$ cat src/rtl/exp_range_reduce.sv
// exp_range_reduce: splits an unsigned fixed-point argument into x = k*LN2 + r
// (0 <= r < LN2) by repeated subtraction, one compare per cycle. It produces k,
// the remainder, a LUT index taken from the top fraction bits of r, the
// int/fraction path flag and a saturation flag. Only one operation is in
// flight at a time.
module exp_range_reduce #(
  parameter int DATA_W = 15,
  parameter int FRAC_W = 11,
  parameter int LN2    = 1419,
  parameter int K_W    = 5,
  parameter int IDX_W  = 5
) (
  input  logic              clk,
  input  logic              rst_n,
  input  logic              in_valid,
  output logic              in_ready,
  input  logic [DATA_W-1:0] in_data,
  output logic              out_valid,
  input  logic              out_ready,
  output logic [K_W-1:0]    out_k,
  output logic [DATA_W-1:0] out_rem,
  output logic [IDX_W-1:0]  out_idx,
  output logic              out_int_or_fra,
  output logic              out_ovf
);

  localparam logic [DATA_W-1:0] LN2_V = DATA_W'(LN2);
  localparam logic [K_W-1:0]    K_MAX = '1;

  typedef enum logic [1:0] {IDLE, REDUCE, DONE} state_t;

  state_t            state, state_nxt;
  logic [DATA_W-1:0] rem;
  logic [K_W-1:0]    k;
  logic              rem_ge;
  logic              k_sat;

  // Full-width compare, so the subtraction below can never underflow.
  assign rem_ge    = (rem >= LN2_V);
  assign k_sat     = (k == K_MAX);
  assign in_ready  = (state == IDLE);
  assign out_valid = (state == DONE);

  // State register.
  always_ff @(posedge clk) begin
    if (!rst_n) state <= IDLE;
    else        state <= state_nxt;
  end

  // Next-state: REDUCE ends once r < LN2 or once k cannot count any further.
  always_comb begin
    state_nxt = state;
    unique case (state)
      IDLE:    if (in_valid)          state_nxt = REDUCE;
      REDUCE:  if (!rem_ge || k_sat)  state_nxt = DONE;
      DONE:    if (out_ready)         state_nxt = IDLE;
      default:                        state_nxt = IDLE;
    endcase
  end

  // Working registers, plus the result snapshot taken on the REDUCE->DONE
  // edge. The snapshot holds while DONE waits on out_ready.
  always_ff @(posedge clk) begin
    if (!rst_n) begin
      rem            <= '0;
      k              <= '0;
      out_k          <= '0;
      out_rem        <= '0;
      out_idx        <= '0;
      out_int_or_fra <= 1'b0;
      out_ovf        <= 1'b0;
    end else begin
      unique case (state)
        IDLE: begin
          if (in_valid) begin
            rem <= in_data;
            k   <= '0;
          end
        end
        REDUCE: begin
          if (rem_ge && !k_sat) begin
            rem <= rem - LN2_V;
            k   <= k + 1'b1;
          end else begin
            // Final compare: rem_ge still set here means k saturated first.
            out_k          <= k;
            out_rem        <= rem;
            out_idx        <= rem[FRAC_W-1 -: IDX_W];
            out_int_or_fra <= (k != '0);
            out_ovf        <= rem_ge;
          end
        end
        default: ;
      endcase
    end
  end

endmodule

$ cat config.mk
export PLATFORM = sky130hd
export DESIGN_NAME = exp_range_reduce
export DESIGN_NICKNAME = d
export VERILOG_FILES = /design/src/rtl/exp_range_reduce.sv
export SDC_FILE = /design/constraint.sdc
export NUM_CORES = 1
export LEC_CHECK = 0
export ABC_CLOCK_PERIOD_IN_PS = 2100
export BUFFER_PORTS_ARGS = -buffer_cell sky130_fd_sc_hd__buf_2
export CORE_UTILIZATION = 51
export CTS_BUF_LIST = sky130_fd_sc_hd__clkbuf_4 sky130_fd_sc_hd__clkbuf_8
export DETAILED_ROUTE_END_ITERATION = 16
export PLACE_DENSITY_LB_ADDON = 0.15
export SYNTH_ARGS = -nofsm -noshare
export SYNTH_HDL_FRONTEND = slang
export SYNTH_SLANG_ARGS = --single-unit
$ cat constraint.sdc
create_clock -name clk -period 2.1 [get_ports clk]
set_input_delay 0.315 -clock clk [delete_from_list [all_inputs] [get_ports clk]]
set_output_delay 0.315 -clock clk [all_outputs]
set_load 0.05 [all_outputs]
# Word level (Yosys, flattened, before mapping)
# Index checks and enable logic that the tools add are counted.
[word_totals]
ff_bits = 49
latch_bits = 0
mem_bits_rw = 0
rom_bits = 0
inputBits = 19
elab_cells = 39
memories = 0
[op_classes]
n_addsub = 2
mul = 0
div = 0
n_lt_le_gt_ge = 1
n_eq_ne = 7
shifts = 0
muxes = 10
bitwise = 1
reduce_logical = 10
[ops]
columns = ["op", "count"]
rows = [
  ["2-to-1 mux 15 bit", 2],
  ["one-hot mux 15 bit (2 select lines)", 1],
  ["greater-or-equal comparator 15 x 11 -> 1 bit, second input constant", 1],
  ["subtractor 15 x 11 -> 15 bit, second input constant", 1],
  ["2-to-1 mux 5 bit", 2],
  ["one-hot mux 5 bit (2 select lines)", 1],
  ["2-to-1 mux 2 bit", 3],
  ["!= test 2 bit, second input constant", 3],
  ["one-hot mux 2 bit (3 select lines)", 1],
  ["AND reduction 3 bit", 2],
  ["adder 5 x 1 -> 5 bit, second input constant", 1],
  ["== test 5 bit, second input constant", 1],
  ["nonzero test 5 bit", 1],
  ["== test 2 x 1 -> 1 bit, second input constant", 1],
  ["== test 2 bit, second input constant", 1],
  ["zero test 1 bit", 2],
  ["zero test 2 bit", 1],
  ["!= test 2 x 1 -> 1 bit, second input constant", 1],
  ["AND reduction 2 bit", 1],
  ["nonzero test 2 bit", 1],
  ["logical AND 1 bit", 1],
  ["logical OR 1 bit", 1],
  ["inverter 1 bit", 1],
]

# Longest topological paths before layout
[depth]
word_depth = 5
ltp_mapped = 9

# Least setup slack after synthesis
# Ideal clock, no wire load.
[synth_timing]
path_type = "register to register"
from = "register k[0]"
to = "register rem[10]"
setup_time_ps = 92
t_arrival_ps = 1922
required_ps = 2008
setup_slack_ps = 86
path_stages_with_launch = 10
path_cell_list = "dfxtp_1 -> ha_1 -> and3_1 -> ha_1 -> nor3_2 -> a22oi_4 -> and2_1 -> buf_6 -> buf_6 -> o32ai_1"
[synth_via]
elab_chain_cells = 5
[synth_lines]
columns = ["element", "line_no", "text"]
rows = [
  ["start, declared", "34", "logic [K_W-1:0] k;"],
  ["start signal, assigned", "83", "k <= k + 1'b1;"],
  ["== test 5 bit", "40", "assign k_sat = (k == K_MAX);"],
  ["zero test 1 bit", "81", "if (rem_ge && !k_sat) begin"],
  ["logical AND 1 bit", "81", ""],
  ["!= test 2 bit (no source line)", "-", ""],
  ["AND reduction 3 bit (no source line)", "-", ""],
  ["end signal, assigned", "76", "rem <= in_data;"],
  ["end signal, assigned", "82", "rem <= rem - LN2_V;"],
  ["end, declared", "33", "logic [DATA_W-1:0] rem;"],
]
# Every way passes these cells.
# A chain may end at the register's enable or synchronous reset.

# Worst setup path after layout
# Same ends and word-level chain as after synthesis.

==> flow_summary_export.csv <==
group,metric,value,unit
outcome,outcome,"finished, final reports clean",
synth,synth_top_cell_area_share,37.1,%
synth,synthCells,280,
sta,drv_slew,0,
sta,fin_crit,1.95,ns
worst_setup_path,cp.required,2.31,ns
detailed_routing,drtPass1Iterations,4,
detailed_routing,wl,5440,µm
synth,synth_area,0.00237,mm²
cells_and_area,final_cell_mix,"47 x buf_2, 44 x dfxtp_1, 41 x nor2_1",
cells_and_area,syn2layout_area_growth,16.6,%
worst_setup_path,crit_type,"reg2reg",
global_routing,antenna_found_initial,0,
synth,synth_nets,303,
global_routing,grt_max_degree,23,
cells_and_area,fin_util,62.7,%
cells_and_area,final_nets,349,
floorplanning,rows,24,
clocking,cts_max_level,2,
global_routing,grtUsageTotal,23.6,%
global_routing,grt_first_pass_wirelength,9340,µm
worst_setup_path,start_kind,"flop",
sta,setup_ws,0.153,ns
synth,yosys.cell_types.count,45,
detailed_routing,met3_length,268,µm
sta,fin_worst_skew,0.00308,ns
synth,synth_seq_cells,44,
detailed_routing,met1_length,2540,µm
synth,synth.largest_area_cell,"dfxtp_1",
synth,synth_ff_type,"dfxtp_1",
synth,synth.area.top_cells,"dfxtp_1 37%, mux2i_1 8.4%, nor2_1 6.6%",
detailed_routing,avgRoutedWirePerCell,14.3,µm
pwr,p_per_area,878,mW/mm²
floorplanning,die_area,0.00493,mm²
detailed_routing,viasPerCell,5.66,
clocking,clk_pin_slew,0.08,ns
worst_hold_path,hp-start,"out_ready",
synth,synth_xor_area_share,0,%
detailed_routing,top_layer,"met4",
floorplanning,initial_core_util,53.8,%
placement,place_ws,-0.0984,ns
synth,avgSynthCellArea,8.48,µm²
flow_run,max_cap_viol_count,0,
floorplanning,die_x,70.2,µm
detailed_routing,postRouteAntennaNets,0,
floorplanning,io_pins,48,
worst_hold_path,hp-class,"in2reg",
detailed_routing,num_vias,2145,
pwr,max-vdd-ir-drop,0.460,mV
detailed_routing,drc,0,
sta,relSlewSlack,74.0,%
synth,async_flop_share,0,%
global_routing,grt-ovfl-total,0,
synth,synth_top_family_by_area,"compound AO/OA/AOI/OAI gates",
clocking,cts.path.max_buffers,2,
worst_setup_path,worst_path_max_delay_cell,"and2_2",
global_routing,grt_pass1_vias,1970,
sta,tightest_slew,0.390,ns
placement,dp_hpwl,3820,µm
pwr,p_total,0.00243,W
worst_setup_path,path_cells,"ha_1, and3_1, ha_2, nor2_2, a22oi_4, and2_2, o32ai_1",
detailed_routing,dr.first_iter.drc_count,159,
synth,yosysSeqAreaShare,37.1,%
sta,hold_violations,0,
clocking,clkLatencyLatePin,0.30,ns
clocking,cts_buffers,5,
clocking,cts_setup_buffers,0,
floorplanning,fp.dieH,70.2,µm
synth,muxShareOfSynthArea,8.43,%
placement,io_buffers,47,
worst_setup_path,r2r-start,"k[0]$_SDFFE_PN0P_",
worst_setup_path,cpPeakStageDelay,0.33,ns
worst_setup_path,path_buf_inv,0,
clocking,cts_tree,"built",
worst_setup_path,cp_max_fo,15,
sta,timing.final.crit_share,92.7,%
clocking,clock-sinks,44,
synth,synth_compound_area_share,24.1,%
placement,gp_congestion,0.849,
clocking,clockRootBuffer,"clkbuf_8",
detailed_routing,route.met2.wl,2530,µm
worst_setup_path,crit_path_start,"k[0]$_SDFFE_PN0P_",
synth,synth_edf_count,0,
sta,setup_violations,0,
cells_and_area,mostFrequentLayoutCell,"buf_2",
pwr,cellLeakagePower,1.22,nW
cells_and_area,drive_above_1_share,27.2,%
sta,rsz0062_at_grt,"false",
floorplanning,core-area,0.00441,mm²
worst_setup_path,crit_family,"simple AND/OR/NAND/NOR gates",
worst_setup_path,cp-end-kind,"flop",
cells_and_area,diodes,0,
worst_setup_path,arrival,2.15,ns
synth,synthAdderAreaFrac,2.11,%
sta,fmax,514,MHz
synth,yosys_warnings,0,
synth,synth-simple-area-share,20.0,%
## worst paths after layout
check	cells past startpoint	slack (ns)	endpoint
max	7	0.15	rem[10]$_SDFFE_PN0P_
max reg2reg	7	0.15	rem[10]$_SDFFE_PN0P_
min	4	0.31	state[1]$_SDFFE_PN0P_
min reg2reg	2	0.49	out_rem[12]$_SDFFE_PN0P_
## power breakdown
part	switching, W	leakage [nW]	internal [W]
Sequential	0.0000955	0.358	0.000908
Clock	0.000282	0.0523	0.000294
Combinational	0.000520	0.809	0.000329
## area by class of cell
type	count	area, µm²
clock buffer	8	97.6
fill	385	1650
inverter	7	26.3
multi-input combinational	202	1300
sequential	44	881
tap	52	65.1
timing repair buffer	66	394
## synthesized netlist by cell type (2+ instances only)
library cell,count
nor3_1,4
nand3_1,6
buf_6,5
o32ai_1,9
inv_1,6
and3_1,2
nor2b_1,2
mux2i_1,20
a211oi_1,2
nand3b_1,2
o22ai_1,4
o31ai_1,2
a21oi_1,25
nor2_1,42
ha_1,4
dfxtp_1,44
a211oi_2,2
clkbuf_1,12
o21ai_0,4
nand2_1,35
and2_1,2
o31a_1,3
buf_4,7
buf_2,3
a21o_1,4
a22oi_1,8
a31oi_1,2
o221a_2,2
## repair_timing
action / 4_1_cts / 5_1_grt
setup endpoints to repair: 14 / 22
pin swaps: 0 / 2
hold buffers: 0 / 0
resized for setup: 1 / 3
## kinds of logic (layout without fill, tap and decap cells)
| kind of cell | count (synthesis) | in the layout |
|---|---|---|
| AOI/OAI and AO/OA | 76 | 76 |
| adders and majority gates | 4 | 4 |
| buffers and inverters | 34 | 81 |
| DFF | 44 | 44 |
| muxes | 20 | 20 |
| and+or+nand+nor | 102 | 102 |
## per-stage QoR
step | instances | area [µm²] | hold WS (ns) | setup TNS [ns]
floorplan | 280 | 2370 | 0.450 | 0
global placement | 371 | 2660 | 0.466 | -0.0548
detailed placement | 371 | 2660 | 0.477 | -0.918
CTS | 379 | 2760 | 0.310 | 0
global route | 379 | 2770 | 0.327 | 0
finish | 379 | 2770 | 0.311 | 0
## worst register-to-register path, delay by kind of cell, from the launching register on
kind / cells / cell delay [ns]
adders and majority gates: 2 / 0.43
and+or+nand+nor: 3 / 0.71
DFF: 1 / 0.32
AOI/OAI and AO/OA: 2 / 0.41
## sequential cells by signal (all words and copies together) (netlist names)
signal          count
out_rem            15
out_k               5
rem                15
out_ovf             1
k                   5
out_int_or_fra      1
state               2
## metal layers
| layer | up-vias | GRT usage [%] |
|---|---|---|
| met2 | 55 | 38.4 |
| met1 | 1000 | 30.4 |
| met5 | - | 0 |
| met4 | 0 | 10.7 |
| li1 | 1081 | - |
| met3 | 9 | 3.90 |
Note: power is estimated with default switching activity, not from simulation.
